`src/rtl/t03_instr_pkg.sv`:
```
// Shared constants and entry type for the instruction prefetch buffer.
package t03_instr_pkg;

  localparam int unsigned DATA_W_DEF = 32;
  localparam int unsigned PC_W_DEF   = 32;

  // RV32I ADDI x0,x0,0 presented to the decoder when nothing is valid
  localparam logic [DATA_W_DEF-1:0] NOP_INSTR_DEF = 32'h0000_0013;

  // One buffered fetch at the default widths
  typedef struct packed {
    logic [PC_W_DEF-1:0]   pc;
    logic [DATA_W_DEF-1:0] instr;
  } instr_entry_t;

endpackage

```
`src/rtl/t03_ring_ptr.sv`:
```
// Mod-DEPTH read/write pointers and occupancy counter for a ring FIFO.
module t03_ring_ptr #(
  parameter int unsigned DEPTH = 4
) (
  input  logic                         clk,
  input  logic                         rst,
  input  logic                         i_push,
  input  logic                         i_pop,
  input  logic                         i_clear,
  output logic [$clog2(DEPTH)-1:0]     o_wr_ptr,
  output logic [$clog2(DEPTH)-1:0]     o_rd_ptr,
  output logic [$clog2(DEPTH+1)-1:0]   o_count,
  output logic                         o_full,
  output logic                         o_empty
);

  localparam int unsigned PTR_W = $clog2(DEPTH);
  localparam int unsigned CNT_W = $clog2(DEPTH+1);

  logic [PTR_W-1:0] r_wr_ptr;
  logic [PTR_W-1:0] r_rd_ptr;
  logic [CNT_W-1:0] r_count;
  logic             w_push;
  logic             w_pop;

  // Guard against overflow/underflow even if the caller misbehaves
  always_comb begin
    w_push = i_push & ~o_full;
    w_pop  = i_pop & ~o_empty;
  end

  // Pointer and count update; DEPTH is a power of two so pointers wrap naturally
  always_ff @(posedge clk) begin
    if (rst || i_clear) begin
      r_wr_ptr <= '0;
      r_rd_ptr <= '0;
      r_count  <= '0;
    end else begin
      if (w_push) r_wr_ptr <= r_wr_ptr + PTR_W'(1);
      if (w_pop)  r_rd_ptr <= r_rd_ptr + PTR_W'(1);
      if (w_push && !w_pop)      r_count <= r_count + CNT_W'(1);
      else if (!w_push && w_pop) r_count <= r_count - CNT_W'(1);
    end
  end

  assign o_wr_ptr = r_wr_ptr;
  assign o_rd_ptr = r_rd_ptr;
  assign o_count  = r_count;
  assign o_full   = (r_count == CNT_W'(DEPTH));
  assign o_empty  = (r_count == '0);

endmodule

```
`src/rtl/t03_instr_buffer.sv`:
```
// Instruction prefetch buffer: ring FIFO of {pc, instr} between fetch and decode.
// Optional zero-latency empty-buffer bypass enabled by `define T03_INSTR_BYPASS_EN.
module t03_instr_buffer
  import t03_instr_pkg::*;
#(
  parameter int unsigned       DATA_W    = DATA_W_DEF,
  parameter int unsigned       PC_W      = PC_W_DEF,
  parameter int unsigned       DEPTH     = 4,
  parameter logic [DATA_W-1:0] NOP_INSTR = DATA_W'(NOP_INSTR_DEF)
) (
  input  logic                       clk,
  input  logic                       rst,
  input  logic                       i_flush,
  input  logic                       i_in_valid,
  output logic                       o_in_ready,
  input  logic [DATA_W-1:0]          i_in_data,
  input  logic [PC_W-1:0]            i_in_pc,
  output logic                       o_out_valid,
  input  logic                       i_out_ready,
  output logic [DATA_W-1:0]          o_out_instr,
  output logic [PC_W-1:0]            o_out_pc,
  output logic [$clog2(DEPTH+1)-1:0] o_count
);

  localparam int unsigned PTR_W = $clog2(DEPTH);
  localparam int unsigned CNT_W = $clog2(DEPTH+1);

  // Entry layout mirrors instr_entry_t but follows the instance widths
  typedef struct packed {
    logic [PC_W-1:0]   pc;
    logic [DATA_W-1:0] instr;
  } entry_t;

  entry_t           r_mem [DEPTH];
  entry_t           w_head;
  logic [PTR_W-1:0] w_wr_ptr;
  logic [PTR_W-1:0] w_rd_ptr;
  logic [CNT_W-1:0] w_count;
  logic             w_full;
  logic             w_empty;
  logic             w_push;
  logic             w_pop;
  logic             w_bypass;

  t03_ring_ptr #(
    .DEPTH (DEPTH)
  ) u_ring_ptr (
    .clk      (clk),
    .rst      (rst),
    .i_push   (w_push),
    .i_pop    (w_pop),
    .i_clear  (i_flush),
    .o_wr_ptr (w_wr_ptr),
    .o_rd_ptr (w_rd_ptr),
    .o_count  (w_count),
    .o_full   (w_full),
    .o_empty  (w_empty)
  );

  assign w_head  = r_mem[w_rd_ptr];
  assign o_count = w_count;

  // Handshake, bypass decision and head presentation
  always_comb begin
    w_bypass    = 1'b0;
    o_in_ready  = ~w_full & ~i_flush;
    o_out_valid = ~w_empty;
    o_out_instr = NOP_INSTR;
    o_out_pc    = '0;
    w_pop       = ~w_empty & i_out_ready & ~i_flush;
`ifdef T03_INSTR_BYPASS_EN
    w_bypass = w_empty & i_in_valid & ~i_flush;
`endif
    // A bypassed word taken by the decoder this cycle is never stored
    w_push = i_in_valid & o_in_ready & ~(w_bypass & i_out_ready);
    if (!w_empty) begin
      o_out_instr = w_head.instr;
      o_out_pc    = w_head.pc;
    end
`ifdef T03_INSTR_BYPASS_EN
    if (w_bypass) begin
      o_out_valid = 1'b1;
      o_out_instr = i_in_data;
      o_out_pc    = i_in_pc;
    end
`endif
  end

  // Entry storage; contents are intentionally not reset
  always_ff @(posedge clk) begin
    if (w_push) begin
      r_mem[w_wr_ptr] <= '{pc: i_in_pc, instr: i_in_data};
    end
  end

endmodule

```
`config.mk`:
```
export PLATFORM = sky130hd
export DESIGN_NAME = t03_instr_buffer
export DESIGN_NICKNAME = d
export VERILOG_FILES = /design/src/rtl/t03_instr_pkg.sv /design/src/rtl/t03_ring_ptr.sv /design/src/rtl/t03_instr_buffer.sv
export SDC_FILE = /design/constraint.sdc
export NUM_CORES = 1
export LEC_CHECK = 0
export CAP_MARGIN = 20
export CORE_MARGIN = 8
export CORE_UTILIZATION = 30
export DETAILED_ROUTE_END_ITERATION = 10
export PLACE_DENSITY = 0.47
export SLEW_MARGIN = 10
export SYNTH_ARGS = -nofsm -noshare
export SYNTH_HDL_FRONTEND = slang
export SYNTH_SLANG_ARGS = --single-unit
```
`constraint.sdc`:
```
create_clock -name clk -period 3.49 [get_ports clk]
set_clock_uncertainty 0.05 [all_clocks]
set_input_delay 0.698 -clock clk [delete_from_list [all_inputs] [get_ports clk]]
set_output_delay 0.698 -clock clk [all_outputs]
set_load 0.01 [all_outputs]
```
==> metrics.cfg, run 1 <==
[outcome]
status=completed

[setup_path]
crit_path_cell_trace=buf_12, mux4_2, and2_1, clkdlybuf4s50_1
critPathLaunchType=register
arrival_ns=2.50
crit_family=buffers and inverters
crit_required_ns=2.74
path_max_fanout=37
rr_worst_depth=8
critPathSlowestCell=mux4_2
path_class=register to primary output
crit_buf_inv=2
cp.depth=4
cp_slowest_stage_delay_ns=0.55
end_kind=primary output
r2r_setup_slack_ns=1.16

[worst_hold_path]
whs_path_depth=2
hp-class=register to register

[floorplanning]
ios=138
dieArea_sq_um=40250
rows=67
die_h_um=200.6
start_util=0.3050
die_w_um=200.6
coreArea_sq_um=33530

[job]
maxCapViolCount=0

[drt]
drcViolationCount=0
viasPerCell=4.503
wl_per_cell_um=20.42
drt_iter0_markers=209
wl_um=22180
highest_layer=met5
drt-met1-wl_um=9633
met2_length_um=10700
drtPass1Iterations=4
wl_met3_um=1402
vias=4890
ant_nets=0

[clocking]
path_clk_slew_ns=0.06
postCtsSetupBuffers=0
cts_sinks=265
cts_tree=done
clock_path_buffers=3
clock-root-buffer=clkbuf_16
clk_latency_ns=0.54
holdBufCountCts=0
cts_buffers=30
h-tree-depth=1
postCtsResizedCells=0

[sta]
tightest_slew_ns=0.4726
fin_crit_ns=3.248
relSlewSlack=0.6832
tns_ns=0
max_freq_ghz=0.3079
rsz0062_at_grt=no
post-route-period-util=0.9306
hold_viol=0
setup_viol=0
maxSlewViolCount=0

[placed_design]
portBuffers=137
gp_congestion=0.6528
hpwl_um=12660

[power]
p_leak_uw=0.004100
power_density_nw_per_um2=544.7
peakVddDrop_uv=353.4

[synthesis]
ys_ff_latch=265
synthDistinctLibCells=32
syn-cell-area_sq_um=10230
syn-num-nets=533
ys_warn_count=0
yosysSeqAreaShare=0.7693
avgSynthCellArea_sq_um=22.33
postSynthCellCount=458

[global_route]
first_global_vias=5634
grt_overflow=0
grt_max_degree=65
grt_pass1_wl_um=34380
track_usage=0.1092
antenna_found_initial=2

[final_layout]
syn_to_final_growth_pct=28.41
final_core_util=0.3916
multi_input_area_sq_um=2161
seqCellArea_sq_um=7875
fill_cells=3072
n_antenna_cell=0
drive_above_1_share=0.1991
fin_nets=691

## state kept, by name (all words and copies together) (netlist names), named ones only
| name | flops |
|---|---|
| r_mem | 256 |
| u_ring_ptr.o_count | 3 |
| u_ring_ptr.o_rd_ptr | 2 |
| u_ring_ptr.o_wr_ptr | 2 |
## worst register-to-register path, stage by stage (launching register included)
cell and delay, ns:
dfxtp_1 0.46, or3b_1 0.33, and2_4 0.22, ha_1 0.17, inv_1 0.06, fa_1 0.37
xor2_1 0.17, or3_1 0.30, a21oi_1 0.14
## path summary, 6_finish.rpt
kind / start / endpoint
setup reg to reg: u_ring_ptr.o_count[0] / u_ring_ptr.o_count[2]
hold reg to reg: u_ring_ptr.o_rd_ptr[1] / register
setup / recovery: register / o_out_instr[12]
hold / removal: u_ring_ptr.o_rd_ptr[1] / register
## logic make-up after synthesis
| logic type | after synthesis | synth area share |
|---|---|---|
| simple gates | 85 | 0.05126 |
| mux | 65 | 0.1423 |
| fa+ha+maj | 6 | 0.008074 |
| flops | 265 | 0.7693 |
| xor+xnor | 3 | 0.002570 |
| compound gates | 8 | 0.005138 |
| buf+inv | 26 | 0.02141 |
## placed cells by master (no fill, tap or decap), types with 5 or more instances in the layout
master,count
buf_12,7
and2_1,61
clkdlybuf4s50_1,137
clkbuf_16,31
ha_1,5
nor2_1,5
dfxtp_1,7
clkbuf_1,5
edfxtp_1,256
mux4_2,63
clkinv_1,8
## synth_stat cells (all sizes together)
library cell | instances | area, sq um
a21o | 1 | 7.510
a21oi | 3 | 15.01
and2 | 62 | 390.4
and3 | 4 | 25.02
buf | 14 | 172.7
clkbuf | 8 | 31.28
dfxtp | 9 | 180.2
edfxtp | 256 | 7687
fa | 1 | 20.02
ha | 5 | 62.56
inv | 4 | 15.01
mux2i | 1 | 10.01
mux4 | 64 | 1445
nand2 | 1 | 3.750
nand3 | 1 | 5.000
nand4 | 1 | 6.260
nor2 | 5 | 18.77
nor2b | 2 | 12.51
nor3 | 1 | 10.01
o21ai | 2 | 10.01
o31ai | 2 | 20.02
or2 | 5 | 31.28
or3 | 2 | 12.51
or3b | 1 | 8.760
xor2 | 3 | 26.28
## where the power goes
part / switching (uW) / internal, uW
clock: 1200 / 1900
combinational: 224 / 274
sequential: 13.5 / 3540
total: 1440 / 5710
## layer usage
metal / global-route usage / vias to the layer above
li1: - / 2184
met1: 0.1395 / 2532
met2: 0.1815 / 130
met3: 0.03098 / 40
met4: 0.02707 / 4
met5: 0 / -
## through the flow
| step | cells | power, uW | hold slack [ns] | instance area, sq um | worst slack (ns) |
|---|---|---|---|---|---|
| after floorplan | 458 | 3835 | 0.4091 | 10230 | 0.4002 |
| after global placement | 1032 | 4123 | 0.4246 | 12150 | 0.5514 |
| after detailed placement | 1032 | 4134 | 0.4389 | 12150 | 0.5425 |
| after CTS | 1086 | 7297 | 0.4479 | 13130 | 0.1314 |
| after global routing | 1086 | 7441 | 0.4714 | 13130 | 0.1103 |
| final | 1086 | 7153 | 0.4353 | 13130 | 0.2421 |
## cell type report
type,instances,share of cell area
clock inverters,18,0.01410
inverters,4,0.001143
clock buffers,36,0.06050
multi-input cells,167,0.1645
well taps,448,0.04268
flip-flops and latches,265,0.5997
repair buffers,148,0.1174
Note: power is estimated with default switching activity, not from simulation.
==> run 2, diff against run 1 <==
clock period = 3.8 ns   (was 3.49 ns; I/O delays follow)
==> metrics.cfg, run 2 (synthesized netlist as in run 1, its figures left out) <==
[final_layout]
largest_reg_flops=256  ; unchanged
fin_nets=696  ; +0.72%
final_cell_mix=edfxtp_1 (256), clkdlybuf4s50_1 (137), mux4_2 (63)
fin_cells=1090  ; +0.37%
regMostFlops=r_mem
fill_cells=3101  ; +0.94%
final_common_cell=edfxtp_1
drive_above_1_share=0.2087  ; +0.009663
n_antenna_cell=0  ; unchanged
multi_input_area_sq_um=2161  ; unchanged
syn_to_final_growth_pct=28.16
seqCellArea_sq_um=7875  ; unchanged
final_core_util=0.3909  ; -0.0007460

[sta]
fin_crit_ns=3.437
rsz0062_at_grt=no
max_freq_ghz=0.2909
hold_viol=0  ; unchanged
maxSlewViolCount=0  ; unchanged
hold-worst-slack_ns=0.4362  ; +0.0009070 ns
tightest_slew_ns=0.4585  ; -0.01403 ns
setup_viol=0  ; unchanged
post-route-period-util=0.9046
relSlewSlack=0.6926  ; +0.009406
tns_ns=0  ; unchanged

[setup_path]
path_class=register to primary output
crit_required_ns=2.99  ; +0.25 ns
critPathLaunchType=register
worstReg2RegStart=u_ring_ptr.o_count[0]
path_max_fanout=23  ; -38%
regToRegEndpoint=u_ring_ptr.o_count[2]
end_kind=primary output
r2r_setup_slack_ns=1.44  ; +0.28 ns
arrival_ns=2.63  ; +0.13 ns
rr_worst_depth=8  ; unchanged

[drt]
wl_um=22190  ; about the same
drcViolationCount=0  ; unchanged
viasPerCell=4.543  ; +0.90%
wl_met3_um=1374  ; -2.0%
ant_nets=0  ; unchanged
drt_iter0_markers=200  ; -4.3%
vias=4952  ; +1.3%
met2_length_um=10920  ; +2.1%
drtPass1Iterations=7  ; +3
wl_per_cell_um=20.36  ; -0.31%
highest_layer=met5
drt-met1-wl_um=9451  ; -1.9%

[clocking]
postCtsResizedCells=0  ; unchanged
clock_path_buffers=3  ; unchanged
cts_tree=done
cts_sinks=265  ; unchanged
holdBufCountCts=0  ; unchanged
h-tree-depth=1  ; unchanged
cts_buffers=30  ; unchanged
clk_latency_ns=0.53  ; about the same
postCtsSetupBuffers=0  ; unchanged
path_clk_slew_ns=0.05  ; about the same
clock-root-buffer=clkbuf_16

[floorplanning]
dieArea_sq_um=40250  ; unchanged
rows=67  ; unchanged
coreArea_sq_um=33530  ; unchanged
die_h_um=200.6  ; unchanged
ios=138  ; unchanged
start_util=0.3050  ; unchanged
die_w_um=200.6  ; unchanged

[job]
maxCapViolCount=0  ; unchanged

[outcome]
status=completed

[placed_design]
portBuffers=137  ; unchanged
dp.cells=1037  ; +0.48%
hpwl_um=13500  ; +6.7%
gp_congestion=0.6788  ; +4.0%

[worst_hold_path]
whs_path_depth=2  ; unchanged
hp-class=register to register
min_from=u_ring_ptr.o_rd_ptr[1]

[power]
p_leak_uw=0.004108  ; +0.18%
power_density_nw_per_um2=484.0  ; -11%
peakVddDrop_uv=309.1  ; -13%

[global_route]
track_usage=0.1095  ; +0.0002945
antenna_found_initial=4  ; +2
grt_overflow=0  ; unchanged
first_global_vias=5620  ; -0.25%
grt_pass1_wl_um=34180  ; -0.58%
grt_max_degree=38  ; -42%

-- run 2: cell count changes in the layout (fill, tap and decap cells not counted) --
cell | previous run | this run
bufinv_16 | 4 | 1
clkinv_2 | 4 | 9
clkinv_4 | 0 | 1
clkinv_1 | 8 | 7
clkbuf_1 | 5 | 3
buf_4 | 4 | 8
clkinvlp_4 | 2 | 1
buf_12 | 7 | 8
-- run 2: stage by stage --
stage | total power (uW) | worst slack [ns] | cell area [sq um]
after floorplan | 3522 | 0.6482 | 10230
after global placement | 3794 | 0.8028 | 12200
after global routing | 6608 | 0.1669 | 13110
after CTS | 6454 | 0.2528 | 13110
final | 6345 | 0.3626 | 13110
after detailed placement | 3804 | 0.7669 | 12200
-- run 2: worst max path at each step --
| stage | from | slack (ns) | cells past startpoint | endpoint |
|---|---|---|---|---|
| floorplan | i_in_valid | 0.65 | 2 | r_mem[0][0] |
| global placement | i_flush | 0.80 | 10 | u_ring_ptr.o_count[2] |
| CTS | register | 0.25 | 4 | o_out_pc[0] |
| global route | register | 0.17 | 4 | o_out_instr[18] |
| finish | register | 0.36 | 4 | o_out_instr[28] |
| detailed placement | i_flush | 0.77 | 10 | u_ring_ptr.o_count[2] |
-- run 2: final cells by class --
cell class / instances / share of cell area
well taps: 448 / 0.04276
repair buffers: 153 / 0.1214
clock buffers: 34 / 0.06004
multi-input cells: 167 / 0.1649
flip-flops and latches: 265 / 0.6008
inverters: 4 / 0.001145
clock inverters: 19 / 0.008973
-- run 2: metal layers --
metal	track usage	vias up
met3	0.03147	39
li1	-	2192
met4	0.02865	8
met2	0.1866	117
met1	0.1350	2596
met5	0	-
-- run 2: power breakdown --
part	switching (uW)	internal, uW	leakage (uW)
Combinational	204	257	0.00126
Sequential	15.8	3250	0.00240
Clock	1080	1540	0.000450
-- run 2: worst max-delay path, stage by stage (launching register included) --
cell             delay [ns]
dfxtp_4                0.59
buf_12                 0.29
mux4_2                 0.54
and2_1                 0.18
clkdlybuf4s50_1        0.48
